**src/rtl/router_olck_arbiter_pkg.sv**
```systemverilog
// Shared router slice definitions: arbiter state encoding and counter width helpers.
package router_olck_arbiter_pkg;

    typedef enum logic {
        ST_IDLE   = 1'b0,
        ST_LOCKED = 1'b1
    } olck_state_e;

    function automatic int unsigned credit_cnt_width(input int unsigned credit_max);
        return 32'($clog2(credit_max + 1));
    endfunction

    function automatic int unsigned sel_width(input int unsigned n);
        return (n > 1) ? 32'($clog2(n)) : 32'd1;
    endfunction

endpackage

```
**src/rtl/router_rr_pick.sv**
```systemverilog
// Round-robin one-hot pick: first set request strictly after ptr, wrapping around.
module router_rr_pick
    import router_olck_arbiter_pkg::*;
#(
    parameter int unsigned N = 4
) (
    input  logic [N-1:0]            req,
    input  logic [sel_width(N)-1:0] ptr,
    output logic [N-1:0]            gnt
);

    localparam int unsigned PW = sel_width(N);

    logic found;

    always_comb begin
        gnt   = '0;
        found = 1'b0;
        for (int unsigned off = 1; off <= N; off++) begin
            logic [PW-1:0] idx;
            idx = PW'((32'(ptr) + off) % N);
            if (!found && req[idx]) begin
                gnt[idx] = 1'b1;
                found    = 1'b1;
            end
        end
    end

endmodule

```
**src/rtl/router_olck_arbiter.sv**
```systemverilog
// Output-link lock arbiter: grants one head flit round-robin, holds the lock until
// the tail transfers, and gates transfers on downstream credits.
module router_olck_arbiter
    import router_olck_arbiter_pkg::*;
#(
    parameter int unsigned NUM_IN     = 4,
    parameter int unsigned CREDIT_MAX = 4
) (
    input  logic                                    clk,
    input  logic                                    reset,
    input  logic [NUM_IN-1:0]                       in_valid,
    input  logic [NUM_IN-1:0]                       in_head,
    input  logic [NUM_IN-1:0]                       in_tail,
    output logic [NUM_IN-1:0]                       in_ready,
    input  logic                                    credit_return,
    output logic                                    out_valid,
    output logic [sel_width(NUM_IN)-1:0]            out_sel,
    output logic [NUM_IN-1:0]                       olck_q,
    output logic [credit_cnt_width(CREDIT_MAX)-1:0] credit_cnt,
    output logic                                    credit_err
);

    localparam int unsigned SEL_W = sel_width(NUM_IN);
    localparam int unsigned CNT_W = credit_cnt_width(CREDIT_MAX);

    olck_state_e       state_q, state_d;
    logic [NUM_IN-1:0] olck_d;
    logic [SEL_W-1:0]  ptr_q, ptr_d;
    logic [SEL_W-1:0]  out_sel_q, out_sel_d;
    logic [CNT_W-1:0]  credit_cnt_q, credit_cnt_d;
    logic              credit_err_q, credit_err_d;

    logic [NUM_IN-1:0] head_req;
    logic [NUM_IN-1:0] gnt;
    logic [SEL_W-1:0]  gnt_idx;
    logic              credit_ok;
    logic              xfer;
    logic              tail_xfer;

    assign head_req  = in_valid & in_head;
    assign credit_ok = (credit_cnt_q != '0);
    assign in_ready  = (state_q == ST_LOCKED && credit_ok) ? olck_q : '0;
    assign xfer      = |(in_valid & in_ready);
    assign tail_xfer = |(in_valid & in_ready & in_tail);

    assign out_valid  = xfer;
    assign out_sel    = out_sel_q;
    assign credit_cnt = credit_cnt_q;
    assign credit_err = credit_err_q;

    router_rr_pick #(
        .N (NUM_IN)
    ) u_rr_pick (
        .req (head_req),
        .ptr (ptr_q),
        .gnt (gnt)
    );

    always_comb begin
        gnt_idx = '0;
        for (int unsigned i = 0; i < NUM_IN; i++) begin
            if (gnt[i]) gnt_idx = SEL_W'(i);
        end
    end

    // Lock FSM; ptr remembers the last released input so it has lowest priority next.
    always_comb begin
        state_d   = state_q;
        olck_d    = olck_q;
        ptr_d     = ptr_q;
        out_sel_d = out_sel_q;
        case (state_q)
            ST_IDLE: begin
                if (credit_ok && |head_req) begin
                    state_d   = ST_LOCKED;
                    olck_d    = gnt;
                    out_sel_d = gnt_idx;
                end
            end
            ST_LOCKED: begin
                if (tail_xfer) begin
                    state_d = ST_IDLE;
                    olck_d  = '0;
                    ptr_d   = out_sel_q;
                end
            end
            default: begin
                state_d = ST_IDLE;
                olck_d  = '0;
            end
        endcase
    end

    // Credit counter saturates at CREDIT_MAX and flags the overflow stickily.
    always_comb begin
        credit_cnt_d = credit_cnt_q;
        credit_err_d = credit_err_q;
        case ({xfer, credit_return})
            2'b10: credit_cnt_d = credit_cnt_q - CNT_W'(1);
            2'b01: begin
                if (credit_cnt_q == CNT_W'(CREDIT_MAX)) credit_err_d = 1'b1;
                else                                     credit_cnt_d = credit_cnt_q + CNT_W'(1);
            end
            default: ;
        endcase
    end

    always_ff @(posedge clk or negedge reset) begin
        if (!reset) begin
            state_q      <= ST_IDLE;
            olck_q       <= '0;
            ptr_q        <= SEL_W'(NUM_IN - 1);
            out_sel_q    <= '0;
            credit_cnt_q <= CNT_W'(CREDIT_MAX);
            credit_err_q <= 1'b0;
        end else begin
            state_q      <= state_d;
            olck_q       <= olck_d;
            ptr_q        <= ptr_d;
            out_sel_q    <= out_sel_d;
            credit_cnt_q <= credit_cnt_d;
            credit_err_q <= credit_err_d;
        end
    end

endmodule

```
**config.mk**
```make
export PLATFORM = sky130hd
export DESIGN_NAME = router_olck_arbiter
export DESIGN_NICKNAME = d
export VERILOG_FILES = /design/src/rtl/router_olck_arbiter_pkg.sv /design/src/rtl/router_rr_pick.sv /design/src/rtl/router_olck_arbiter.sv
export SDC_FILE = /design/constraint.sdc
export NUM_CORES = 1
export LEC_CHECK = 0
export CORE_MARGIN = 2
export CORE_UTILIZATION = 50
export DETAILED_ROUTE_END_ITERATION = 16
export PLACE_DENSITY = 0.82
export SLEW_MARGIN = 5
export SYNTH_ARGS = -nofsm -noshare
export SYNTH_HDL_FRONTEND = slang
export SYNTH_HIERARCHICAL = 1
export SYNTH_SLANG_ARGS = --single-unit
```
**constraint.sdc**
```tcl
create_clock -name clk -period 7.56 [get_ports clk]
set_input_delay 1.134 -clock clk [delete_from_list [all_inputs] [get_ports clk]]
set_output_delay 1.134 -clock clk [all_outputs]
set_load 0.1 [all_outputs]
```
==> flow_summary.toml, run 1 <==
[layout]
regArea_um2 = 329
drive_gt1_share_pct = 8.61
mostFrequentLayoutCells = "clkdlybuf4s50_1, nand2_1, inv_1"
multi_input_comb_area_um2 = 712
num-fill-cells = 185
layout.nets = 176
final_util_pct = 66.3
mostFrequentLayoutCell = "clkdlybuf4s50_1"
fin_cells = 179
diodes = 0
syn2layout_area_growth_pct = 28.1

[global_routing]
grt_pass1_wl_mm = 4.26
grt-ovfl-total = 0
grt_max_degree = 14
track_usage_pct = 21.6
antenna_found_initial = 0
grt_pass1_vias = 926

[timing]
setup_tns_ns = 0
max_freq_mhz = 220
skew_ns = 0.00629
setup_viol = 0
period_minus_slack_ns = 4.55
hold_slack_ns = 0.478
finalCritPeriodShare_pct = 60.2
slew_headroom_pct = 34.6
rsz0062_at_grt = "false"
tightest_slew_ns = 0.978
slew_violations = 0
hold_viol_final = 0

[die]
fp.dieW_um = 51.4
io_pins = 30
dieArea_um2 = 2640
coreArea_um2 = 2170
dieHeight_um = 51.4
initial_core_util_pct = 51.8
row_count = 17

[synthesis]
ys_ff_latch = 13
syn_avg_cell_area_um2 = 9.13
syn_area_um2 = 1120
syn_nets = 147
syn_inst = 123
yosysWarnings = 6
yosysUniqueCellTypes = 35
yosysSeqAreaShare_pct = 29.3

[place]
place_inst = 175
io_buffer_count = 29
place_congestion = 0.748
hpwl_mm = 2.08

[drt]
drt_iter0_drc = 22
drcViolationCount = 0
post_drt_wl_per_cell_um = 15.2
viasPerCell = 5.79
vias = 1037
finalWirelength_mm = 2.73
antenna_left = 0
first_pass_iters = 4

[worst_setup_path]
required_ns = 6.43
critPathKind = "primary input to output pin"
endpoint_kind = "output pin"
cp_max_fo = 9
start_kind = "primary input"
crit_arrival_ns = 3.42

[clocking]
worstSkewPairLatency_ns = 0.28
cts_tree = "yes"
cts_root_buffer = "clkbuf_4"
postCtsResizedCells = 0
path_clk_slew_ns = 0.08
h-tree-depth = 1
ctsLongestPathBuffers = 2
post_cts_buffers = 0
clock-sinks = 13
hold_buffers = 0
numCtsBuffers = 3

[outcome]
status = "finished clean"

[run]
drv_cap = 0

[hold_path]
hold_class = "register to register"
-- layer usage --
layer  up-vias  wire [µm]  track usage [%]
li1        501          -                -
met1       495       1260             30.5
met2        39       1280             34.8
met3         2        172             3.80
met4         0          8             4.39
met5         -          0                0
-- synth_stat cells (all sizes together) --
library cell   n  area share [%]
a41oi          1            0.78
a311o          1            0.89
inv           12             4.0
o21ai          7             3.1
a41o           2             1.9
ha             8             8.9
a311oi         1            0.78
or4            1            0.67
o221ai         1            0.78
clkbuf         2            0.89
xnor2          1            0.78
mux2           2             2.0
or2b           1            0.67
nand3          5             2.2
nand2         22             7.3
mux2i          3             2.7
and4b          1            0.89
o22ai          2             1.1
fa             1             1.8
mux4           4             8.7
nor3           1            0.45
buf            3             2.4
o31ai          2             1.3
a21oi          7             3.1
nor2           3             1.0
nor4b          1             2.1
a22oi          1            0.67
nor3b          4             2.7
dfrtp         10              22
dfstp          3             7.0
and2           6             3.3
o211ai         4             2.7
-- final timing paths --
check                      slack [ns]  depth (start not counted)            end   startpoint
max                              3.01                          5      out_valid  in_valid[1]
max reg2reg                      4.68                          9     out_sel[0]     ptr_q[0]
min in group asynchronous        1.22                          1  credit_cnt[0]        reset
max in group asynchronous        5.95                          1      olck_q[0]        reset
min reg2reg                      0.48                          1     credit_err   credit_err
min                              0.48                          1     credit_err   credit_err
-- critical path, stage by stage --
cell and delay, ns:
clkdlybuf4s50_1 0.53, nand2_1 0.08, a41o_1 0.34, inv_1 0.17, clkdlybuf4s50_1 1.15
-- kinds of logic (layout without fill, tap and decap cells) --
group / after synthesis / in the layout / synth area share [%]
and+or+nand+nor: 45 / 45 / 21.4
xor gates and xnor gates: 1 / 1 / 0.780
adders and majority gates: 9 / 9 / 10.7
muxes: 9 / 9 / 13.4
DFF: 13 / 13 / 29.3
AOI/OAI and AO/OA: 29 / 29 / 17.1
buffers and inverters: 17 / 45 / 7.35
-- flip-flops by register name, indices dropped and copies added, names as in the netlist --
register	cells
credit_cnt	3
credit_err	1
olck_q	4
out_sel	2
ptr_q	2
state_q	1
-- layout make-up --
type                    instances  area share [%]
clock buffers                   3            1.57
clock inverters                 1           0.348
inverters                      12            3.13
multi-input cells              93            49.5
flip-flops and latches         13            22.9
well taps                      28            2.43
repair buffers                 29            20.2
-- through the flow --
step                area [µm²]  setup WS [ns]
finish                    1440           3.01
global route              1440           2.91
CTS                       1440           3.02
detailed placement        1410           3.02
global placement          1410           3.07
floorplan                 1120           4.06
Power of run 1 is not shown: default switching activity piles up to over one toggle a cycle in this logic, so the estimate is an artifact.
==> inputs of run 2 (changes only) <==
CORE_UTILIZATION = 43   (was 50)
PLACE_DENSITY = 0.75   (was 0.82)
clock period = 4.1 ns   (was 7.56 ns; I/O delays follow)
==> run 2 against run 1 <==
  * Critical path depth is 1 lower
  * Highest routed layer unchanged
  * Critical path type is now register to output pin
  * Via count is essentially flat
  * Worst setup slack lost 2.0 ns
  * Largest cell class unchanged
  * Sequential share of layout area is essentially flat
  * Count of clock-buffer cells in the layout up 1
==> flow_summary.toml, run 2 (synthesized netlist as in run 1, its figures left out) <==
[drt]
finalWirelength_mm = 2.63
vias = 1038
drt_iter0_drc = 27
post_drt_wl_per_cell_um = 14.5
viasPerCell = 5.73
drcViolationCount = 0
first_pass_iters = 4
antenna_left = 0

[die]
coreArea_um2 = 2480
initial_core_util_pct = 45.4
dieArea_um2 = 3040
io_pins = 30
row_count = 18
fp.dieW_um = 55.1
dieHeight_um = 55.1

[global_routing]
antenna_found_initial = 0
track_usage_pct = 17.6
grt-ovfl-total = 0
grt_max_degree = 14
grt_pass1_vias = 918
grt_pass1_wl_mm = 3.75

[place]
io_buffer_count = 29
place_congestion = 0.782
hpwl_mm = 1.95

[worst_setup_path]
endpoint_kind = "output pin"
crit_arrival_ns = 2.51
r2r_slack_ns = 1.34
r2r-start = "ptr_q[0]"
crit_end = "in_ready[0]"
crit_start = "credit_cnt[2]"
start_kind = "register"
required_ns = 3.48
timing.rr.end = "out_sel[0]"
cp_max_fo = 9
r2r_cells = 9
critPathKind = "register to output pin"

[clocking]
postCtsResizedCells = 0
clock-sinks = 13
worstSkewPairLatency_ns = 0.27
cts_tree = "yes"
post_cts_buffers = 0
ctsLongestPathBuffers = 2
h-tree-depth = 1
numCtsBuffers = 3
path_clk_slew_ns = 0.08
hold_buffers = 0
cts_root_buffer = "clkbuf_4"

[timing]
max_freq_mhz = 320
finalCritPeriodShare_pct = 76.2
period_minus_slack_ns = 3.13
rsz0062_at_grt = "false"
setup_tns_ns = 0
skew_ns = 0.00166
slew_headroom_pct = 34.3
hold_viol_final = 0
setup_viol = 0
hold_slack_ns = 0.472
slew_violations = 0
tightest_slew_ns = 0.982

[layout]
largest_register = "olck_q"
largest_reg_flops = 4
layout.nets = 176
diodes = 0
drive_gt1_share_pct = 8.61
syn2layout_area_growth_pct = 28.0
mostFrequentLayoutCell = "clkdlybuf4s50_1"
num-fill-cells = 234
mostFrequentLayoutCells = "clkdlybuf4s50_1, nand2_1, inv_1"

[hold_path]
hold_class = "register to register"

[outcome]
status = "finished clean"

[run]
drv_cap = 0
==> run 2: changes by cell type in the layout (fill, tap and decap cells not counted), sizes merged <==
cell | previous run | this run
clkinv | 1 | 0
clkbuf | 3 | 4
buf | 0 | 1
clkdlybuf4s50 | 29 | 28
==> run 2: how the worst min path moves through the flow <==
stage                     startpoint             to  slack [ns]  cells after the start
after floorplan                reset  credit_cnt[0]        0.32                      0
after global placement    credit_err     credit_err        0.45                      1
after detailed placement  credit_err     credit_err        0.45                      1
after CTS                 credit_err     credit_err        0.47                      1
after global routing      credit_err     credit_err        0.49                      1
final                     credit_err     credit_err        0.47                      1
==> run 2: layer usage <==
metal | track usage, % | share of wire (%) | wire length [µm] | vias up
met5 | 0 | 0 | 0 | -
met4 | 6.10 | 0.42 | 11 | 0
met3 | 2.42 | 4.8 | 127 | 2
met2 | 32.3 | 49 | 1280 | 34
met1 | 20.7 | 46 | 1210 | 500
li1 | - | - | - | 502
==> run 2: critical path: stages, from the launching register on <==
cell	delay (ns)
dfstp_2	0.61
nor3_1	0.11
nor2_1	0.21
and2_1	0.17
clkdlybuf4s50_1	1.14
==> run 2: final cells by class <==
class | count | area (µm²) | area share, %
Timing Repair Buffer | 29 | 288 | 20.0
Multi-Input combinational cell | 93 | 712 | 49.5
Sequential cell | 13 | 329 | 22.9
Tap cell | 30 | 37.5 | 2.61
Clock buffer | 4 | 26.3 | 1.83
Inverter | 12 | 45.0 | 3.13
==> run 2: through the flow <==
stage | instance area [µm²] | worst slack (ns) | instances | util, %
global route | 1440 | 0.875 | 181 | 58.0
CTS | 1440 | 0.963 | 181 | 58.0
detailed placement | 1410 | 1.20 | 177 | 57.0
finish | 1440 | 0.975 | 181 | 58.0
floorplan | 1120 | 1.11 | 123 | -
global placement | 1410 | 1.27 | 177 | 57.0
Power of run 2 is left out for the same reason.
